<file path="src/rtl/seq_pkg.sv">
// Shared phase encoding for the phase sequencer and consumers of its state output.
package seq_pkg;

    localparam int unsigned PHASE_W = 2;

    localparam logic [PHASE_W-1:0] PH_IDLE  = 2'd0;
    localparam logic [PHASE_W-1:0] PH_START = 2'd1;
    localparam logic [PHASE_W-1:0] PH_RUN   = 2'd2;
    localparam logic [PHASE_W-1:0] PH_STOP  = 2'd3;

    typedef enum logic [PHASE_W-1:0] {
        IDLE  = PH_IDLE,
        START = PH_START,
        RUN   = PH_RUN,
        STOP  = PH_STOP
    } phase_e;

endpackage

</file>
<file path="src/rtl/phase_counter.sv">
// Per-phase cycle counter with a terminal-count flag; the owner muxes the terminal value.
module phase_counter #(
    parameter int unsigned CNT_W = 8
) (
    input  logic             clock,
    input  logic             reset,
    input  logic             clear,
    input  logic             enable,
    input  logic [CNT_W-1:0] terminal,
    output logic [CNT_W-1:0] count,
    output logic             last_c
);

    logic [CNT_W-1:0] count_q;
    logic [CNT_W-1:0] count_d;

    // Clear wins over increment so a phase change always restarts at 0.
    always_comb begin
        count_d = count_q;
        if (clear) begin
            count_d = '0;
        end else if (enable) begin
            count_d = count_q + CNT_W'(1);
        end
    end

    // Count register.
    always_ff @(posedge clock) begin
        if (reset) begin
            count_q <= '0;
        end else begin
            count_q <= count_d;
        end
    end

    assign count  = count_q;
    assign last_c = (count_q == terminal);

endmodule

</file>
<file path="src/rtl/phase_sequencer.sv">
// Four-phase sequencer IDLE -> START -> RUN -> STOP with counted dwell, abort and auto-repeat.
module phase_sequencer
    import seq_pkg::*;
#(
    parameter int unsigned CNT_W        = 8,
    parameter int unsigned START_CYCLES = 2,
    parameter int unsigned STOP_CYCLES  = 2,
    parameter int unsigned ITER_W       = 8
) (
    input  logic              clock,
    input  logic              reset,
    input  logic              start,
    input  logic              abort,
    input  logic [CNT_W-1:0]  run_len,
    input  logic              repeat_en,
    output logic [1:0]        state,
    output logic              busy,
    output logic [CNT_W-1:0]  phase_cnt,
    output logic              done,
    output logic              aborted,
    output logic [ITER_W-1:0] iter_count
);

    localparam int unsigned     CNT_MAX    = (1 << CNT_W) - 1;
    localparam logic [CNT_W-1:0] START_TERM = CNT_W'(START_CYCLES - 1);
    localparam logic [CNT_W-1:0] STOP_TERM  = CNT_W'(STOP_CYCLES - 1);

    // Reject dwell parameters the counter cannot represent.
    if (START_CYCLES < 1 || START_CYCLES > CNT_MAX) begin : g_bad_start_cycles
        $error("phase_sequencer: START_CYCLES out of range 1..2^CNT_W-1");
    end
    if (STOP_CYCLES < 1 || STOP_CYCLES > CNT_MAX) begin : g_bad_stop_cycles
        $error("phase_sequencer: STOP_CYCLES out of range 1..2^CNT_W-1");
    end

    phase_e              state_q,   state_d;
    logic [CNT_W-1:0]    len_q,     len_d;
    logic                abort_q,   abort_d;
    logic                busy_q,    busy_d;
    logic                done_q,    done_d;
    logic                aborted_q, aborted_d;
    logic [ITER_W-1:0]   iter_q,    iter_d;

    logic                cnt_clear_c;
    logic                cnt_en_c;
    logic [CNT_W-1:0]    cnt_term_c;
    logic                cnt_last_c;
    logic [CNT_W-1:0]    cnt_value;

    phase_counter #(
        .CNT_W (CNT_W)
    ) u_phase_counter (
        .clock    (clock),
        .reset    (reset),
        .clear    (cnt_clear_c),
        .enable   (cnt_en_c),
        .terminal (cnt_term_c),
        .count    (cnt_value),
        .last_c   (cnt_last_c)
    );

    // Next-state, counter control and completion outputs.
    always_comb begin
        state_d     = state_q;
        len_d       = len_q;
        abort_d     = abort_q;
        done_d      = 1'b0;
        aborted_d   = 1'b0;
        iter_d      = iter_q;
        cnt_clear_c = 1'b0;
        cnt_en_c    = 1'b1;
        cnt_term_c  = '0;

        case (state_q)
            IDLE: begin
                cnt_clear_c = 1'b1;
                cnt_en_c    = 1'b0;
                if (start && !abort) begin
                    state_d = START;
                    len_d   = (run_len == '0) ? CNT_W'(1) : run_len;
                    abort_d = 1'b0;
                end
            end
            START: begin
                cnt_term_c = START_TERM;
                if (abort) begin
                    state_d     = STOP;
                    abort_d     = 1'b1;
                    cnt_clear_c = 1'b1;
                end else if (cnt_last_c) begin
                    state_d     = RUN;
                    cnt_clear_c = 1'b1;
                end
            end
            RUN: begin
                cnt_term_c = len_q - CNT_W'(1);
                if (abort) begin
                    state_d     = STOP;
                    abort_d     = 1'b1;
                    cnt_clear_c = 1'b1;
                end else if (cnt_last_c) begin
                    state_d     = STOP;
                    cnt_clear_c = 1'b1;
                end
            end
            STOP: begin
                cnt_term_c = STOP_TERM;
                if (cnt_last_c) begin
                    cnt_clear_c = 1'b1;
                    done_d      = 1'b1;
                    aborted_d   = abort_q;
                    if (iter_q != {ITER_W{1'b1}}) begin
                        iter_d = iter_q + ITER_W'(1);
                    end
                    state_d = (repeat_en && !abort_q) ? START : IDLE;
                end
            end
            default: begin
                state_d = IDLE;
            end
        endcase

        busy_d = (state_d != IDLE);
    end

    // State and output registers.
    always_ff @(posedge clock) begin
        if (reset) begin
            state_q   <= IDLE;
            len_q     <= '0;
            abort_q   <= 1'b0;
            busy_q    <= 1'b0;
            done_q    <= 1'b0;
            aborted_q <= 1'b0;
            iter_q    <= '0;
        end else begin
            state_q   <= state_d;
            len_q     <= len_d;
            abort_q   <= abort_d;
            busy_q    <= busy_d;
            done_q    <= done_d;
            aborted_q <= aborted_d;
            iter_q    <= iter_d;
        end
    end

    assign state      = state_q;
    assign busy       = busy_q;
    assign phase_cnt  = cnt_value;
    assign done       = done_q;
    assign aborted    = aborted_q;
    assign iter_count = iter_q;

endmodule

</file>
<file path="config.mk">
export PLATFORM = sky130hd
export DESIGN_NAME = phase_sequencer
export DESIGN_NICKNAME = d
export VERILOG_FILES = /design/src/rtl/seq_pkg.sv /design/src/rtl/phase_counter.sv /design/src/rtl/phase_sequencer.sv
export SDC_FILE = /design/constraint.sdc
export NUM_CORES = 1
export LEC_CHECK = 0
export ABC_CLOCK_PERIOD_IN_PS = 3100
export BUFFER_PORTS_ARGS = -buffer_cell sky130_fd_sc_hd__buf_2
export CAP_MARGIN = 20
export CORE_ASPECT_RATIO = 1.2
export CORE_UTILIZATION = 55
export DETAILED_ROUTE_END_ITERATION = 10
export PLACE_DENSITY = 0.79
export SYNTH_ARGS = -nofsm -noshare
export SYNTH_HDL_FRONTEND = slang
export SYNTH_SLANG_ARGS = --single-unit
</file>
<file path="constraint.sdc">
create_clock -name clock -period 3.1 [get_ports clock]
set_input_delay 0.62 -clock clock [delete_from_list [all_inputs] [get_ports clock]]
set_output_delay 0.62 -clock clock [all_outputs]
set_load 0.02 [all_outputs]
</file>
[Word level (Yosys, flattened, before mapping)]
Index checks and enable logic that the tools add are counted.
Storage, ports and cells
  bits in registers: 30
  output and inout bits: 21
  word-level logic and storage cells: 52
Operators by class
  add/sub/neg operators: 3
  eq/ne operators: 7
  muxes and demuxes: 16
  bitwise gates (word level): 2
  reduce and logical (&&, ||, !) cells: 16
Operators by type and width (count)
  adder 8 x 1 -> 8 bit, second input constant: 2
  one-hot mux 8 bit (2 select lines): 1
  2-to-1 mux 2 bit: 6
  equality test 8 bit: 1
  logical NOT 8 bit: 1
  2-to-1 mux 8 bit: 1
  != test 8 bit, second input constant: 1
  one-hot mux 2 bit (4 select lines): 1
  OR reduction 2 bit: 4
  subtractor 8 x 1 -> 8 bit, second input constant: 1
  AND reduction 3 bit: 2
  2-to-1 mux 1 bit: 5
  equality test 2 bit, second input constant: 2
  nonzero test 2 bit: 2
  one-hot mux 1 bit (3 select lines): 1
  OR reduction 3 bit: 1
  equality test 2 x 1 -> 1 bit, second input constant: 1
  logical AND 1 bit: 2
  logical NOT 1 bit: 2
  logical NOT 2 bit: 1
  != test 2 x 1 -> 1 bit, second input constant: 1
  != test 2 bit, second input constant: 1
  NOT 1 bit: 2
  one-hot mux 1 bit (2 select lines): 1
  AND reduction 2 bit: 1

[Depth between registers and ports, before layout]
Gate-level depths: netlist (run 1).
  word-level depth: 8
  mapped depth: 11
  gate-level depth less buffers: 10

[Hierarchy]
A second synthesis (run 1) with hierarchy kept.
Unflattened totals
  cell total of the unflattened synthesis: 190
  area total of the unflattened synthesis: 1634.1 um^2
By module, submodules not included
  phase_sequencer: times used 1, cells an instance 140, area each 1201.2 um^2
  phase_counter: times used 1, cells an instance 50, area each 432.9 um^2

[Worst setup path before layout (run 1)]
OpenSTA, ideal clock, no wires.
  path kind: flip-flop to flip-flop
  from: register state_q[0], in the netlist state[0]
  to: register iter_q[4], in the netlist iter_count[4]
  setup time: 123 ps
  arrival: 2719 ps
  path slack: 258 ps
  stages on the path, launching flop included: 12
  path buffers: 1
  cells stage by stage: dfxtp_1 > inv_1 > ha_1 > clkbuf_1 > nand2b_1 > a21oi_1 > or3_1 > a21oi_1 > o2111ai_4 > nor2_4 > and4_1 > mux2_1
Between the ends
  longest elaborated chain between the ends: 5
  elaborated cells between the ends (all ways): 7
RTL lines
  from (decl): RTL line phase_sequencer.sv:36  | phase_e state_q, state_d;
  from (signal assigned): RTL line phase_sequencer.sv:137  | state_q <= state_d;
  equality test 2 bit / equality test 2 x 1 -> 1 bit (equally long branches): RTL line phase_sequencer.sv:74  | case (state_q)
  OR reduction 2 bit (no line)
  one-hot mux 8 bit (2 select lines): RTL line phase_sequencer.sv:74
  equality test 8 bit: RTL line phase_counter.sv:37  | assign last_c = (count_q == terminal);
  AND reduction 3 bit (no line) (*)
  to (signal assigned): RTL line phase_sequencer.sv:143  | iter_q <= iter_d;
  to (decl): RTL line phase_sequencer.sv:42  | logic [ITER_W-1:0] iter_q, iter_d;
Mark *: on every way between the ends. The rest lies on a longest branch, timed or not.
A chain may end at the register's enable or synchronous reset.

[Worst setup path in the final report (run 1)]
  from: register len_q[0]
  to: register iter_q[4], in the netlist iter_count[4]
Between the ends
  longest elaborated chain between the ends: 4
RTL lines
  from (decl): RTL line phase_sequencer.sv:37  | logic [CNT_W-1:0] len_q, len_d;
  from (signal assigned): RTL line phase_sequencer.sv:138  | len_q <= len_d;
  subtractor 8 x 1 -> 8 bit: RTL line phase_sequencer.sv:96  | cnt_term_c = len_q - CNT_W'(1);
  one-hot mux 8 bit (2 select lines): RTL line phase_sequencer.sv:74
  equality test 8 bit: RTL line phase_counter.sv:37
  AND reduction 3 bit (no line)
Every way passes these cells.

==> flow_summary.ini, run 1 <==
[synth]
ys_seq_area_share_pct = 32.56
yosys.area.top_type = dfxtp_1
synthCells = 208
syn_area_um2 = 1844
netlist_top_cells_count = dfxtp_1, nor2_1, a21oi_1, mux2i_1, xnor2_1
synth-edff-count = 0
synth_seq_cells = 30
synth_fp_nets = 230
synth_top_flop_cell = dfxtp_1
async_flop_share_pct = 0
synth_area_per_cell_um2 = 8.867
ys_warn_count = 0
synthMostInstantiatedCell = dfxtp_1
synth.area.top_cells = dfxtp_1, ha_1, nor2_1, mux2i_1, xnor2_1
ys_types = 51
synth_top_cell_area_share_pct = 32.56

[global_routing]
grt_pass1_vias = 1563
grt_pass1_wl_um = 6506
grt_use_total_pct = 24.76
grt_max_degree = 25
overflow = 0
grt_antenna_before_repair = 0

[cells_and_area]
final_util_pct = 66.75
synthToLayoutAreaGrowth_pct = 13.57
layout-drive-gt1-share_pct = 22.63
fin_nets = 265
filler_cell_count = 257
antenna_cells = 0

[sta]
finalHoldViolations = 0
relSlewSlack_pct = 65.05
slew_violations = 0
setup_tns_ns = 0
setup_viol = 0
tightest_slew_ns = 0.5203
skew_ns = 0.008400
period_share_pct = 92.66
max_clock_freq_mhz = 348.1
fin_crit_ns = 2.872
rsz0062_at_grt = no

[setup_path]
path_delay_family = simple AND/OR/NAND/NOR gates
required_ns = 3.32
cp_max_fo = 6
max_stage_delay_ns = 0.43
crit_chain = inv_1, ha_1, or3b_1, o21ai_0, a41oi_1, nor3_1, o2111ai_4, nor2_4, and4_1, mux2_1
crit_type = reg2reg
crit_path_end_kind = register
slowest_stage = nor3_1
cp.arrival_ns = 3.10
critical_path.startpoint_type = register
critPathBufInv = 1

[floorplan]
ios = 34
die_area_um2 = 3590
rows = 22
fp.dieH_um = 65.44
start_util_pct = 58.77
coreArea_um2 = 3138
die_x_um = 54.86

[placed_design]
hpwl_um = 2870
place_congestion = 0.8134
port_buffers = 33

[power_and_ir_drop]
p_int_w = 0.0007507
p_sw_w = 0.0004965
leakage_nw = 0.9007
ir_drop_mv = 0.5511
p_seq_share_pct = 37.7
power_density_nw_per_um2 = 595.5
power_frac_comb_pct = 45.3
clkPwrFrac_pct = 17.0
sw_frac_of_total_pct = 39.81

[cts]
numClockSinks = 30
cts.htree.levels = 2
cts_tree = built
clk-insertion-delay-late_ns = 0.33
cts_buffers = 5
cts_hold_buf = 0
path_clk_slew_ns = 0.09
root_buffer = clkbuf_4
cts_setup_buffers = 0
clock_path_buffers = 2
post_cts_resized = 0

[routing]
wl_um = 3829
routed-via-count = 1603
drc = 0
ant_nets = 0
viasPerCell = 5.746
first_pass_iters = 4
avgRoutedWirePerCell_um = 13.72
drtIter0Drc = 44

[flow_run]
cap_violations = 0

[worst_hold_path]
hp-class = reg2reg

[run_status]
status = finished, final reports clean
## registers in the layout (all words and copies together) (netlist names)
register and cells:
len_q 8, busy 1, aborted 1, iter_count 8
abort_q 1, done 1, u_phase_counter.count 8, state 2
## final cells by class
type	count	area, um2	area share, %
Clock buffer	7	45.04	2.151
Inverter	6	22.52	1.075
Multi-Input combinational cell	165	1201	57.35
Sequential cell	30	600.6	28.67
Tap cell	36	45.04	2.151
Timing Repair Buffer	35	180.2	8.602
## cell usage in the layout (no fill, tap or decap), types with 5 or more instances in the layout
| cell type | n |
|---|---|
| ha_1 | 8 |
| nor2b_1 | 5 |
| nand3_1 | 7 |
| a21oi_1 | 9 |
| nor3_1 | 6 |
| dfxtp_1 | 30 |
| nand2b_1 | 8 |
| xnor2_1 | 10 |
| clkbuf_4 | 5 |
| a211oi_1 | 5 |
| inv_1 | 6 |
| nand2_1 | 8 |
| xor2_1 | 5 |
| buf_2 | 33 |
| nor2_1 | 29 |
| mux2i_1 | 10 |
## kinds of logic after synthesis
group           after synthesis  synth area share (%)
simple gates                 92                 27.34
compound gates               36                 16.35
flops                        30                 32.56
xor+xnor                     16                 8.344
buf+inv                      13                 2.645
mux                          12                 6.649
fa+ha+maj                     9                 6.106
## final timing paths
path                    startpoint                          to  slack [ns]  cells after the start
max          len_q[0]$_SDFFE_PP0P_  iter_count[4]$_SDFFE_PP0P_        0.23                     10
min           abort_q$_SDFFE_PP0P_          aborted$_SDFF_PP0_        0.48                      1
min reg2reg   abort_q$_SDFFE_PP0P_          aborted$_SDFF_PP0_        0.48                      1
max reg2reg  len_q[0]$_SDFFE_PP0P_  iter_count[4]$_SDFFE_PP0P_        0.23                     10
## power groups by stage
| stage | registers [W] | logic (W) | clock network, W |
|---|---|---|---|
| 2_1_floorplan | 0.000493 | 0.000413 | 0 |
| 3_3_place_gp | 0.000476 | 0.000546 | 0 |
| 3_5_place_dp | 0.000479 | 0.000554 | 0 |
| 4_1_cts | 0.000470 | 0.000557 | 0.000224 |
| 5_1_grt | 0.000477 | 0.000620 | 0.000235 |
| 6_report | 0.000470 | 0.000565 | 0.000212 |
## routing by layer
metal	global-route usage (%)	up-vias	part of all wire, %
met5	0	-	0
met4	12.50	0	2.5
met3	7.407	10	4.0
met1	26.75	746	42
li1	-	812	-
met2	41.72	35	51
## through the flow
stage	area [um2]	hold WS [ns]	setup WS [ns]	total power [W]	instances
finish	2095	0.4834	0.2275	0.001247	279
global route	2095	0.5098	0.05234	0.001332	279
CTS	2088	0.4845	0.1285	0.001251	279
floorplan	1844	0.4443	0.2578	0.0009061	208
detailed placement	2043	0.4639	0.1313	0.001033	272
global placement	2043	0.4599	0.2932	0.001023	272
Note: power is estimated with default switching activity, not from simulation.
==> run 2: changes to the inputs <==
--- a/config.mk
+++ b/config.mk
@@ -5,7 +5,7 @@
 export SDC_FILE = /design/constraint.sdc
 export NUM_CORES = 1
 export LEC_CHECK = 0
-export ABC_CLOCK_PERIOD_IN_PS = 3100
+export ABC_CLOCK_PERIOD_IN_PS = 2800
 export BUFFER_PORTS_ARGS = -buffer_cell sky130_fd_sc_hd__buf_2
 export CAP_MARGIN = 20
 export CORE_ASPECT_RATIO = 1.2
==> constraint.sdc (replaced) <==
create_clock -name clock -period 2.8 [get_ports clock]
set_input_delay 0.56 -clock clock [delete_from_list [all_inputs] [get_ports clock]]
set_output_delay 0.56 -clock clock [all_outputs]
set_load 0.02 [all_outputs]
==> run 2 against run 1 <==
- die area unchanged
- critical path depth down 1
- wire length up 1.5%
- clock skew down 0.0035 ns
- total power up 21%
- clock power up 19%
- fmax up 6.3%
- worst hold slack worse by 0.0087 ns
- cell count up 2.5%
- core utilization up 3.8 points
- global-route usage down 0.86 points
==> flow_summary.ini, run 2 (synthesized netlist as in run 1, its figures left out) <==
[run_status]
status = finished, final reports clean

[setup_path]
crit_type = reg2reg
r2r_end = busy$_SDFF_PP0_
required_ns = 3.08
critical_path.startpoint_type = register
rr_startpoint = len_q[0]$_SDFFE_PP0P_
rr_worst_depth = 9
crit_path_end_kind = register
cp_max_fo = 7
r2r_slack_ns = 0.1
cp.arrival_ns = 2.98

[floorplan]
rows = 22
die_area_um2 = 3590
fp.dieH_um = 65.44
ios = 34
start_util_pct = 58.77
coreArea_um2 = 3138
die_x_um = 54.86

[worst_hold_path]
whs_endpoint = len_q[4]$_SDFFE_PP0P_
hp-class = in2reg
min_from = run_len[4]
min_path_cells = 3

[cts]
cts_buffers = 5
root_buffer = clkbuf_4
cts_hold_buf = 0
clock_path_buffers = 2
cts.htree.levels = 2
clk-insertion-delay-late_ns = 0.33
cts_tree = built
path_clk_slew_ns = 0.09
numClockSinks = 30

[global_routing]
grt_pass1_vias = 1495
grt_max_degree = 25
grt_use_total_pct = 23.90
grt_pass1_wl_um = 6189
grt_antenna_before_repair = 0
overflow = 0

[power_and_ir_drop]
p_sw_w = 0.0005951
leakage_nw = 0.9542
power_frac_comb_pct = 48.9
ir_drop_mv = 0.6061
power_density_nw_per_um2 = 682.0
p_int_w = 0.0009153
p_seq_share_pct = 34.4
clkPwrFrac_pct = 16.7
sw_frac_of_total_pct = 39.40

[sta]
rsz0062_at_grt = no
setup_tns_ns = 0
period_share_pct = 96.50
setup_viol = 0
tightest_slew_ns = 0.4985
slew_violations = 0
max_clock_freq_mhz = 370.1
skew_ns = 0.004859
finalHoldViolations = 0
fin_crit_ns = 2.702
relSlewSlack_pct = 66.42

[routing]
avgRoutedWirePerCell_um = 13.58
routed-via-count = 1605
viasPerCell = 5.612
drc = 0
ant_nets = 0
first_pass_iters = 4
wl_um = 3885
drtIter0Drc = 48

[cells_and_area]
antenna_cells = 0
fin_nets = 273
fin_cells = 286
layout_common_cells = buf_2, nor2_1, dfxtp_1
layout-drive-gt1-share_pct = 28.40
layout_commonest_cell = buf_2
synthToLayoutAreaGrowth_pct = 20.08

[placed_design]
placed_cells = 279
port_buffers = 33
place_congestion = 0.8238
hpwl_um = 2817

[flow_run]
cap_violations = 0
-- run 2: cell count changes in the layout (fill, tap and decap cells not counted), moves of 2 or more --
cell      change
clkbuf_1      -2
a41oi_2       +2
dfxtp_2       +2
a41oi_1       -2
dfxtp_1       -2
buf_4         +7
-- run 2: power groups by stage --
| stage | clock network, W | logic, W | registers (W) |
|---|---|---|---|
| detailed placement | 0 | 0.000637 | 0.000523 |
| global placement | 0 | 0.000629 | 0.000522 |
| finish | 0.000253 | 0.000738 | 0.000519 |
| floorplan | 0 | 0.000459 | 0.000546 |
| CTS | 0.000258 | 0.000643 | 0.000514 |
| global route | 0.000276 | 0.000803 | 0.000526 |
-- run 2: area by class of cell --
cell class              instances  area, um2
well taps                      36      45.04
clock buffers                   6      51.30
repair buffers                 43      244.0
flip-flops and latches         30      603.1
fillers                       275      923.4
multi-input cells             165       1249
inverters                       6      22.52
-- run 2: how the worst max path moves through the flow --
| stage | to | start | cells past startpoint | slack [ns] |
|---|---|---|---|---|
| after global routing | busy$_SDFF_PP0_ | len_q[0]$_SDFFE_PP0P_ | 9 | 0.001 |
| after detailed placement | iter_count[4]$_SDFFE_PP0P_ | len_q[0]$_SDFFE_PP0P_ | 8 | 0.06 |
| final | busy$_SDFF_PP0_ | len_q[0]$_SDFFE_PP0P_ | 9 | 0.1 |
| after CTS | iter_count[4]$_SDFFE_PP0P_ | len_q[0]$_SDFFE_PP0P_ | 8 | 0.05 |
| after floorplan | iter_count[4]$_SDFFE_PP0P_ | state[0]$_SDFF_PP0_ | 11 | 0.08 |
| after global placement | iter_count[4]$_SDFFE_PP0P_ | len_q[0]$_SDFFE_PP0P_ | 8 | 0.09 |
-- run 2: critical path, stage by stage, from the launching register on --
cell and delay [ns]:
dfxtp_2 0.34, or4_4 0.54, or3_4 0.36, a2111o_1 0.38
nand2_2 0.11, o2111a_2 0.34, buf_6 0.13, nand4b_1 0.14
a41oi_2 0.19, or2_1 0.12
-- run 2: routing by layer --
metal | GRT usage, % | part of all wire [%] | wire length [um] | vias up
li1 | - | - | - | 831
met1 | 26.11 | 44 | 1714 | 740
met2 | 41.87 | 51 | 1997 | 30
met3 | 6.250 | 3.3 | 129 | 4
met4 | 9.295 | 1.1 | 44 | 0
met5 | 0 | 0 | 0 | -
-- run 2: metrics by stage --
stage                     cell area (um2)  hold WS [ns]  utilization [%]  power, W  setup slack, ns
after floorplan                      1846        0.4443                -  0.001005          0.08097
after global placement               2096        0.4639            66.79  0.001151          0.09081
after detailed placement             2096        0.4666            66.79  0.001160          0.06413
after CTS                            2147        0.4690            68.42  0.001415          0.04712
after global routing                 2215        0.4878            70.57  0.001605         0.001364
final                                2215        0.4746            70.57  0.001510          0.09801
-- run 2: what timing repair did --
item | 4_1_cts | 5_1_grt
setup endpoints to repair | 0 | 12
gates resized for setup | 0 | 13
buffers inserted | 0 | 2
hold endpoints to repair | 0 | 0
